**src/rtl/core_prefetch.sv**
```systemverilog
// Instruction prefetch queue: keeps one sequential word fetch outstanding at the MMU
// and buffers returned words with their PC for decode. Flush discards queue and in-flight data.
module core_prefetch #(
    parameter int ORDER = 2
) (
    input  logic        clk,
    input  logic        rst,
    input  logic        flush,
    input  logic [29:0] target,
    input  logic        fetch,
    output logic        fetched,
    output logic [31:0] insn,
    output logic [29:0] insn_pc,
    output logic        insn_start,
    output logic [29:0] insn_addr,
    input  logic        insn_ready,
    input  logic [31:0] insn_data_rd
);

    localparam int DEPTH = 2 ** ORDER;
    localparam int PW    = ORDER + 1;
    localparam int CW    = ORDER + 2;

    logic [PW-1:0]    count_q, count_d;
    logic [ORDER-1:0] rd_ptr_q, rd_ptr_d;
    logic [ORDER-1:0] wr_ptr_q, wr_ptr_d;
    logic [29:0]      next_pc_q, next_pc_d;
    logic [29:0]      req_pc_q, req_pc_d;
    logic             busy_q, busy_d;
    logic             discard_q, discard_d;

    logic [31:0]      word_mem_q [DEPTH];
    logic [29:0]      pc_mem_q   [DEPTH];

    logic             pop;
    logic             resp;
    logic             wr;
    logic             room;
    logic             issue;
    logic [CW-1:0]    occupancy;

    // An outstanding request already owns a slot, so a response never overflows the FIFO.
    assign fetched   = (count_q != '0);
    assign pop       = fetch && fetched;
    assign resp      = insn_ready && busy_q;
    assign wr        = resp && !discard_q && !flush;
    assign occupancy = CW'(count_q) + CW'(busy_q) - CW'(pop);
    assign room      = (occupancy < CW'(DEPTH));
    assign issue     = !rst && !flush && room && (!busy_q || insn_ready);

    assign insn_start = issue;
    assign insn_addr  = next_pc_q;
    assign insn       = word_mem_q[rd_ptr_q];
    assign insn_pc    = pc_mem_q[rd_ptr_q];

    always_comb begin
        count_d   = count_q;
        rd_ptr_d  = rd_ptr_q;
        wr_ptr_d  = wr_ptr_q;
        next_pc_d = next_pc_q;
        req_pc_d  = req_pc_q;
        busy_d    = busy_q;
        discard_d = discard_q;

        if (flush) begin
            count_d   = '0;
            rd_ptr_d  = '0;
            wr_ptr_d  = '0;
            next_pc_d = target;
            // A request still in flight must be absorbed before the target is fetched.
            if (busy_q && !insn_ready) begin
                busy_d    = 1'b1;
                discard_d = 1'b1;
            end else begin
                busy_d    = 1'b0;
                discard_d = 1'b0;
            end
        end else begin
            if (issue) begin
                next_pc_d = next_pc_q + 30'd1;
                req_pc_d  = next_pc_q;
            end
            busy_d = issue || (busy_q && !insn_ready);
            if (resp) begin
                discard_d = 1'b0;
            end
            if (wr) begin
                wr_ptr_d = wr_ptr_q + ORDER'(1);
            end
            if (pop) begin
                rd_ptr_d = rd_ptr_q + ORDER'(1);
            end
            count_d = count_q + PW'(wr) - PW'(pop);
        end
    end

    always_ff @(posedge clk) begin
        if (rst) begin
            count_q   <= '0;
            rd_ptr_q  <= '0;
            wr_ptr_q  <= '0;
            next_pc_q <= '0;
            req_pc_q  <= '0;
            busy_q    <= 1'b0;
            discard_q <= 1'b0;
        end else begin
            count_q   <= count_d;
            rd_ptr_q  <= rd_ptr_d;
            wr_ptr_q  <= wr_ptr_d;
            next_pc_q <= next_pc_d;
            req_pc_q  <= req_pc_d;
            busy_q    <= busy_d;
            discard_q <= discard_d;
        end
    end

    always_ff @(posedge clk) begin
        if (!rst && wr) begin
            word_mem_q[wr_ptr_q] <= insn_data_rd;
            pc_mem_q[wr_ptr_q]   <= req_pc_q;
        end
    end

endmodule

```
**config.mk**
```make
export PLATFORM = sky130hd
export DESIGN_NAME = core_prefetch
export DESIGN_NICKNAME = d
export VERILOG_FILES = /design/src/rtl/core_prefetch.sv
export SDC_FILE = /design/constraint.sdc
export NUM_CORES = 1
export LEC_CHECK = 0
export ABC_AREA = 1
export ABC_CLOCK_PERIOD_IN_PS = 5060
export CAP_MARGIN = 10
export CORE_MARGIN = 1.5
export CORE_UTILIZATION = 39
export CTS_BUF_LIST = sky130_fd_sc_hd__clkbuf_4
export CTS_CLUSTER_DIAMETER = 120
export DETAILED_ROUTE_END_ITERATION = 16
export SLEW_MARGIN = 20
export SYNTH_ARGS = -nofsm -noshare
export SYNTH_HDL_FRONTEND = slang
export SYNTH_SLANG_ARGS = --single-unit
```
**constraint.sdc**
```tcl
create_clock -name clk -period 5.06 [get_ports clk]
set_clock_uncertainty 0.2 [all_clocks]
set_input_delay 0.506 -clock clk [delete_from_list [all_inputs] [get_ports clk]]
set_output_delay 0.506 -clock clk [all_outputs]
set_load 0.01 [all_outputs]
```
==> impl_metrics.json <==
{
  "status": "finished, final reports clean",
  "setup_ws_ns": 1.20,
  "path_max_fanout": 80,
  "holdWs_ns": 0.244,
  "clock-sinks": 319,
  "fin_setup_tns_ns": 0,
  "start_kind": "flop",
  "drtAntennaViolNets": 0,
  "place_congestion": 0.841,
  "power_mw": 5.37,
  "powerDensity_mw_per_mm2": 329,
  "cts_tree": "yes",
  "grt.overflow.total": 0,
  "numPortBuffers": 160,
  "cts_made_buffers": 83,
  "final_util": 0.488,
  "core.rowCount": 67,
  "clockBufferDepth": 3,
  "max_stage_delay_ns": 0.87,
  "die_y_um": 187,
  "nFillCells": 3045,
  "grt_use_total": 0.180,
  "ys_seq_area_frac": 0.672,
  "critical_path.top_delay_family": "buffers and inverters",
  "synth_cells": 1233,
  "dp_slack_ns": 1.63,
  "yosysTopAreaCell": "edfxtp_1",
  "holdCritPathClass": "primary input to flop",
  "grt_max_degree": 125,
  "crit_arrival_ns": 3.15,
  "crit_buf_inv": 2,
  "cts-root-buf": "clkbuf_4",
  "r2r_slack_ns": 2.02,
  "cts_resized": 0,
  "drt_iter0_drc": 630,
  "synth_top_area_share": 0.564,
  "initial_core_util": 0.395,
  "synth_most_common_cell": "edfxtp_1",
  "hpwlAfterDp_mm": 19.1,
  "clk_pin_slew_worst_paths_ns": 0.06,
  "avgSynthCellArea_um2": 10.7,
  "dr.pass1.iters": 5,
  "drive_gt1_frac": 0.127,
  "rsz0062_at_grt": "false",
  "path_cells": "buf_4 > o21ai_0 > o22ai_1 > clkdlybuf4s50_1",
  "cts_hold_buf": 0,
  "timing.fmax_ghz": 0.259,
  "multiInputGateArea_mm2": 0.00378,
  "grt_pass1_wl_mm": 50.0,
  "async_flop_share": 0,
  "post_cts_buffers": 0,
  "drc": 0,
  "ff_latch_area_mm2": 0.00887,
  "core_mm2": 0.0334,
  "grt_antenna_before_repair": 1,
  "vias": 9687,
  "synth_cell_type_count": 35,
  "ir_drop_mv": 0.166,
  "detail_route.wl_per_cell_um": 16.3,
  "slowest_stage": "dfxtp_4",
  "final-hold-violation-count": 0,
  "dieArea_mm2": 0.0350,
  "setup-violations-final": 0,
  "die_w_um": 187,
  "insertion_delay_ns": 0.68,
  "min_period_over_period": 0.762,
  "r2r_start": "count_q[1]$_SDFF_PP0_",
  "post-route-min-period_ns": 3.86,
  "path_class": "flop to primary output",
  "synthTopCellsByArea": "edfxtp_1 (56%), dfxtp_1 (11%), nand2_1 (5.8%)",
  "ys_ff_latch": 319,
  "syn-num-nets": 1311,
  "slew_headroom": 0.458,
  "drv_slew": 0,
  "worst_ep_required_time_ns": 4.35,
  "max_slew.worst_pin.slew_ns": 0.813,
  "synth_ff_type": "edfxtp_1",
  "maxCapViolations": 0,
  "vias_per_cell": 4.99,
  "netlist_area_mm2": 0.0132,
  "leakagePower_nw": 5.69,
  "synthTopCellsByCount": "edfxtp_1 (248), nand2_1 (205), nor2_1 (184), o21ai_0 (138), dfxtp_1 (71)",
  "routed_wl_mm": 31.6,
  "syn2layout_area_growth_pct": 23.5,
  "synth-edff-count": 248,
  "grt_pass1_vias": 9406,
  "htree_num_levels": 3,
  "min_from": "insn_data_rd[23]",
  "yosys_warnings": 0,
  "nNetsFinal": 1505,
  "crit_path_end_kind": "primary output",
  "io_pins": 161
}
-- registers in the layout (all words and copies together) (netlist names), named ones only --
signal	cells
rd_ptr_q	2
insn_addr	30
discard_q	1
busy_q	1
word_mem_q	128
pc_mem_q	120
wr_ptr_q	2
req_pc_q	30
count_q	3
-- kinds of logic after synthesis --
kind of cell	count (synthesis)	share of synthesized area
XOR/XNOR	3	0.00199
buffers and inverters	134	0.0442
flip-flops	319	0.672
AND/OR/NAND/NOR	497	0.161
adder cells (fa/ha/maj)	11	0.0110
AO/OA/AOI/OAI	269	0.110
-- stage by stage --
step | instance area (um^2) | instances
floorplan | 13200 | 1233
global placement | 15200 | 1790
detailed placement | 15200 | 1790
CTS | 16300 | 1940
global route | 16300 | 1941
finish | 16300 | 1941
-- power breakdown --
group | internal [mW] | switching [mW]
Combinational | 0.133 | 0.146
Clock | 1.16 | 1.02
Sequential | 2.86 | 0.0606
Total | 4.15 | 1.22
-- worst register-to-register path: cells and delay by family (launching register included) --
| family | cells | cell delay, ns |
|---|---|---|
| AND/OR/NAND/NOR | 8 | 1.60 |
| adder cells (fa/ha/maj) | 2 | 0.43 |
| flip-flops | 1 | 0.39 |
| buffers and inverters | 3 | 0.23 |
| AO/OA/AOI/OAI | 1 | 0.14 |
-- area by class of cell --
cell class | instances | share of cell area
antenna | 1 | 0.000153
clock buffer | 114 | 0.0525
clock inverter | 36 | 0.0127
inverter | 66 | 0.0153
multi-input combinational | 780 | 0.232
sequential | 319 | 0.544
tap | 448 | 0.0344
timing repair buffer | 177 | 0.109
-- placed cells by master (no fill, tap or decap), types with 3 or more instances in the layout --
cell type	Yosys	final
edfxtp_1	248	248
nor2_1	184	180
nor2_4	7	11
nand2_2	11	11
clkinv_1	1	25
nand2_1	205	205
clkinv_2	0	6
nand3_1	70	70
buf_4	2	13
o21ai_1	12	12
ha_1	10	10
inv_1	60	58
inv_2	5	8
o21bai_1	6	6
nor2_2	9	9
buf_12	0	4
o21ai_0	138	138
clkdlybuf4s50_1	0	160
o22ai_1	62	62
a21oi_1	47	47
clkbuf_4	0	114
or2_2	3	3
dfxtp_1	71	69
-- routing by layer --
layer / GRT usage / up-vias / part of all wire
li1: - / 4757 / -
met1: 0.249 / 4532 / 0.47
met2: 0.282 / 346 / 0.45
met3: 0.0388 / 52 / 0.066
met4: 0.0645 / 0 / 0.020
met5: 0 / - / 0
-- path summary, 6_finish.rpt --
path                                      end  depth (start not counted)
setup / recovery                     insn[16]                          4
hold / removal    word_mem_q[3][23]$_DFFE_PP_                          1
setup reg to reg   insn_addr[13]$_SDFFE_PP0P_                         14
hold reg to reg                          flop                          2
(Power assumes the default switching activity.)
